[src/rtl/riscv_pkg.sv]
// Shared RISC-V front-end definitions: instruction width, NOP encoding,
// fetch FSM states and the IF/ID payload.
package riscv_pkg;

   localparam int unsigned XLEN = 32;

   // addi x0, x0, 0
   localparam logic [XLEN-1:0] NOP_INSTR = 32'h0000_0013;

   typedef enum logic [1:0] {
      S_REQ  = 2'd0,
      S_WAIT = 2'd1,
      S_DROP = 2'd2,
      S_HOLD = 2'd3
   } fetch_state_t;

   typedef struct packed {
      logic [XLEN-1:0] instr;
      logic [XLEN-1:0] pc;
      logic [XLEN-1:0] pc_plus4;
   } if_id_t;

   function automatic logic [XLEN-1:0] pc_plus4(input logic [XLEN-1:0] pc);
      return pc + XLEN'(4);
   endfunction

endpackage

[src/rtl/if_id_reg.sv]
// IF/ID pipeline register: holds on stall, loads a bubble on flush or when
// nothing is delivered; flush beats stall.
module if_id_reg
   import riscv_pkg::*;
(
   input  logic   clk,
   input  logic   rst,
   input  logic   stall,
   input  logic   flush,
   input  logic   load,
   input  if_id_t entry,
   output if_id_t ifid,
   output logic   valid
);

   // A bubble only replaces the instruction word; PCs keep their last value.
   always_ff @(posedge clk or posedge rst) begin
      if (rst) begin
         ifid.instr    <= NOP_INSTR;
         ifid.pc       <= '0;
         ifid.pc_plus4 <= '0;
         valid         <= 1'b0;
      end else if (flush || (!stall && !load)) begin
         ifid.instr <= NOP_INSTR;
         valid      <= 1'b0;
      end else if (!stall) begin
         ifid  <= entry;
         valid <= 1'b1;
      end
   end

endmodule

[src/rtl/fetch_stage.sv]
// Instruction fetch stage: single-outstanding request/grant/response fetch
// with stall buffering, redirect handling and an IF/ID register.
module fetch_stage
   import riscv_pkg::*;
#(
   parameter logic [31:0] RESET_PC = 32'h0000_0000
) (
   input  logic        clk,
   input  logic        rst,
   input  logic        StallD,
   input  logic        FlushD,
   input  logic        PCSrcE,
   input  logic [31:0] PCTargetE,
   output logic        imem_req,
   output logic [31:0] imem_addr,
   input  logic        imem_gnt,
   input  logic        imem_rvalid,
   input  logic [31:0] imem_rdata,
   output logic [31:0] PCF,
   output logic [31:0] InstrD,
   output logic [31:0] PCD,
   output logic [31:0] PCPlus4D,
   output logic        ValidD
);

   fetch_state_t state;
   logic [31:0]  hold_buf;
   logic         deliver;
   if_id_t       entry;
   if_id_t       ifid;

   // A redirect in the same cycle cancels any delivery.
   assign deliver = !PCSrcE && !StallD &&
                    (((state == S_WAIT) && imem_rvalid) || (state == S_HOLD));

   assign entry.instr    = (state == S_HOLD) ? hold_buf : imem_rdata;
   assign entry.pc       = PCF;
   assign entry.pc_plus4 = pc_plus4(PCF);

   // No request is presented while reset is held, so nothing can be granted.
   assign imem_req  = (state == S_REQ) && !rst;
   assign imem_addr = PCF;

   always_ff @(posedge clk or posedge rst) begin
      if (rst) begin
         state    <= S_REQ;
         PCF      <= RESET_PC;
         hold_buf <= '0;
      end else begin
         if (PCSrcE) begin
            PCF <= PCTargetE;
         end else if (deliver) begin
            PCF <= pc_plus4(PCF);
         end

         case (state)
            S_REQ: begin
               if (imem_gnt) begin
                  state <= PCSrcE ? S_DROP : S_WAIT;
               end
            end
            S_WAIT: begin
               if (PCSrcE) begin
                  state <= imem_rvalid ? S_REQ : S_DROP;
               end else if (imem_rvalid) begin
                  if (StallD) begin
                     state    <= S_HOLD;
                     hold_buf <= imem_rdata;
                  end else begin
                     state <= S_REQ;
                  end
               end
            end
            S_HOLD: begin
               if (PCSrcE || !StallD) begin
                  state <= S_REQ;
               end
            end
            S_DROP: begin
               // The stale old-PC response is swallowed here.
               if (imem_rvalid) begin
                  state <= S_REQ;
               end
            end
            default: state <= S_REQ;
         endcase
      end
   end

   if_id_reg u_if_id_reg (
      .clk   (clk),
      .rst   (rst),
      .stall (StallD),
      .flush (FlushD),
      .load  (deliver),
      .entry (entry),
      .ifid  (ifid),
      .valid (ValidD)
   );

   assign InstrD   = ifid.instr;
   assign PCD      = ifid.pc;
   assign PCPlus4D = ifid.pc_plus4;

endmodule

[config.mk]
export PLATFORM = sky130hd
export DESIGN_NAME = fetch_stage
export DESIGN_NICKNAME = d
export VERILOG_FILES = /design/src/rtl/riscv_pkg.sv /design/src/rtl/if_id_reg.sv /design/src/rtl/fetch_stage.sv
export SDC_FILE = /design/constraint.sdc
export NUM_CORES = 1
export LEC_CHECK = 0
export ABC_CLOCK_PERIOD_IN_PS = 4640
export CAP_MARGIN = 0
export CORE_ASPECT_RATIO = 1.75
export CORE_MARGIN = 2
export CORE_UTILIZATION = 25
export DETAILED_ROUTE_END_ITERATION = 16
export DONT_BUFFER_PORTS = 1
export PLACE_DENSITY_LB_ADDON = 0.2
export SYNTH_ARGS = -nofsm -noshare
export SYNTH_HDL_FRONTEND = slang
export SYNTH_SLANG_ARGS = --single-unit
[constraint.sdc]
create_clock -name clk -period 4.64 [get_ports clk]
set_input_delay 0.696 -clock clk [delete_from_list [all_inputs] [get_ports clk]]
set_output_delay 0.696 -clock clk [all_outputs]
set_load 0.03 [all_outputs]
==> impl_metrics.yaml <==
yosys:
  synth_seq_cells: 161
  syn-num-nets: 866
  synth_edf_count: 0
  synth_area_leaders: "dfrtp_1 50%, nand2_1 9.7%, buf_4 6.4%"
  synth_area_per_cell_sq_um: 9.91
  synth.most_common_cell: "nand2_1"
  synth_commonest_cells: "203 x nand2_1, 158 x dfrtp_1, 67 x buf_4"
  yosysTopAreaCellShare_pct: 50.2
  ys_seq_area_share_pct: 51.2
  async_flop_share_pct: 100
  yosysWarningCount: 0
  synthCells: 794
  syn_area_sq_mm: 0.00787
  yosys.area.top_type: "dfrtp_1"
  yosysUniqueCellTypes: 37
  ys.flop_type: "dfrtp_1"
floorplan:
  core_area_sq_mm: 0.0312
  num_rows: 86
  die_y_microns: 239
  start_util_pct: 25.2
  dieWidth_microns: 138
  io_pins: 233
  die_area_sq_mm: 0.0330
placement:
  dp_hpwl_microns: 15500
  dp_slack_ns: 1.82
  place.port_buffers: 0
  gp_congestion: 0.720
timing:
  layout_min_cycle_time_ns: 2.73
  finClkSkew_ns: 0.0125
  hold_violations: 0
  worstMarginPinSlew_ns: 1.10
  tns_ns: 0
  finalSetupViolCount: 0
  slew_violations: 0
  rsz0062_at_grt: "false"
  slew-limit-headroom_pct: 26.3
  max_freq_mhz: 367
  timing.final.crit_share_pct: 58.8
  holdWs_ns: 0.324
  setup_ws_ns: 1.91
worst_setup_path:
  startpoint_type: "flop"
  rrSetupSlack_ns: 1.91
  cp-end-kind: "flop"
  crit_fanout: 10
  cp.required_ns: 5.00
  cp.arrival_ns: 3.09
  reg2reg_from: "PCF[5]"
  crit_type: "reg -> reg"
  r2r_cells: 6
  r2r_end: "PCF[31]"
final_layout:
  antenna_cells: 0
  fillCellCount: 3342
  multiInputGateArea_sq_mm: 0.00311
  final_nets: 782
  area_growth_pct: 6.65
  drive_gt1_share_pct: 13.7
  area.sequential_sq_mm: 0.00403
min_path:
  min_path_type: "in -> async"
clocking:
  cts_buffers: 17
  root_buffer: "clkbuf_16"
  cts-resized-gates: 0
  clk_pin_slew_ns: 0.07
  cts_setup_buffers: 0
  clk_latency_ns: 0.44
  cts_buffer_depth: 2
  hold_buffers: 0
  htreeDepth: 4
  cts_sinks: 161
  cts_tree: "done"
global_routing:
  grt_usage_pct: 13.8
  grt_max_degree: 121
  grt_pass1_wl_microns: 34100
  grt-ovfl-total: 0
  grt_pass1_vias: 5340
  antenna_found_initial: 0
routing:
  num_vias: 4976
  ant_nets: 0
  routed_wl_microns: 22200
  vias_per_cell: 4.45
  dr.pass1.iters: 4
  drcViolationCount: 0
  wl_per_cell_microns: 19.9
  first_iter_violations: 260
power_and_ir_drop:
  peakVddDrop_mv: 0.268
  finalPower_uw: 4660
  power.density_mw_per_mm2: 556
  p_leak_uw: 0.00379
run_status:
  status: "finished, final reports clean"
run:
  cap_viol_max_count: 0
[cells by family after synthesis]
logic type / share of synthesized area (%)
AND/OR/NAND/NOR: 17.4
flip-flops: 51.2
buffers and inverters: 9.46
AO/OA/AOI/OAI: 6.09
multiplexers: 9.33
XOR/XNOR: 6.34
adder cells (fa/ha/maj): 0.159
[power breakdown]
| part | total [uW] | switching [uW] | internal, uW |
|---|---|---|---|
| sequential | 2580 | 830 | 1740 |
| clock | 1560 | 638 | 924 |
| combinational | 528 | 271 | 256 |
[metal layers]
layer / track usage (%) / vias to the layer above / part of all wire, %
li1: - / 2399 / -
met1: 14.6 / 2437 / 38
met3: 3.75 / 14 / 4.6
met5: 0 / - / 0
met4: 4.92 / 0 / 1.5
met2: 26.0 / 126 / 56
[through the flow]
| step | util [%] | instance area [sq um] | instances |
|---|---|---|---|
| after floorplan | - | 7870 | 794 |
| after global placement | 24.9 | 7750 | 1087 |
| after detailed placement | 24.9 | 7750 | 1087 |
| after CTS | 26.9 | 8390 | 1119 |
| after global routing | 26.9 | 8390 | 1119 |
| final | 26.9 | 8390 | 1119 |
[critical path, stage by stage (launching register included)]
cell,delay [ns]
dfrtp_1,0.90
nand4_4,0.34
nor4_4,0.60
buf_4,0.27
nand4_1,0.16
xor2_1,0.20
o21ai_0,0.17
[flip-flops by register name, indices dropped and copies added (netlist names)]
| name | cells |
|---|---|
| state | 2 |
| hold_buf | 32 |
| PCF | 32 |
| u_if_id_reg.ifid | 94 |
| u_if_id_reg.valid | 1 |
[cells in the final DEF (no fill, tap or decap), drive strengths merged, types with 2 or more instances in the layout]
cell	instances
and2	4
or2	2
and3	5
nand3	18
clkinvlp	2
a21oi	5
mux2i	34
nor2	15
nor2b	2
mux2	35
and4	2
nand4	15
clkinv	4
bufinv	4
dfrtp	158
nor3	13
o21ai	89
xor2	36
xnor2	21
or3	2
nand2	203
buf	11
clkbuf	18
inv	9
nand2b	2
nor4	7
dfstp	3
[layout make-up]
type	instances	area share, %
flip-flops and latches	161	48.0
multi-input cells	514	37.0
well taps	396	5.90
clock buffers	18	5.23
clock inverters	14	2.37
repair buffers	11	1.13
inverters	5	0.268
[worst max path at each step]
stage | cells after the start | from | slack [ns] | to
after floorplan | 1 | rst | 1.90 | PCF[0]
after global placement | 5 | PCF[8] | 1.75 | PCF[14]
after detailed placement | 6 | PCF[5] | 1.82 | PCF[31]
after CTS | 5 | PCF[8] | 1.80 | PCF[14]
after global routing | 6 | PCF[5] | 1.69 | PCF[29]
final | 6 | PCF[5] | 1.91 | PCF[31]
Power figures use the tool's default switching activity.
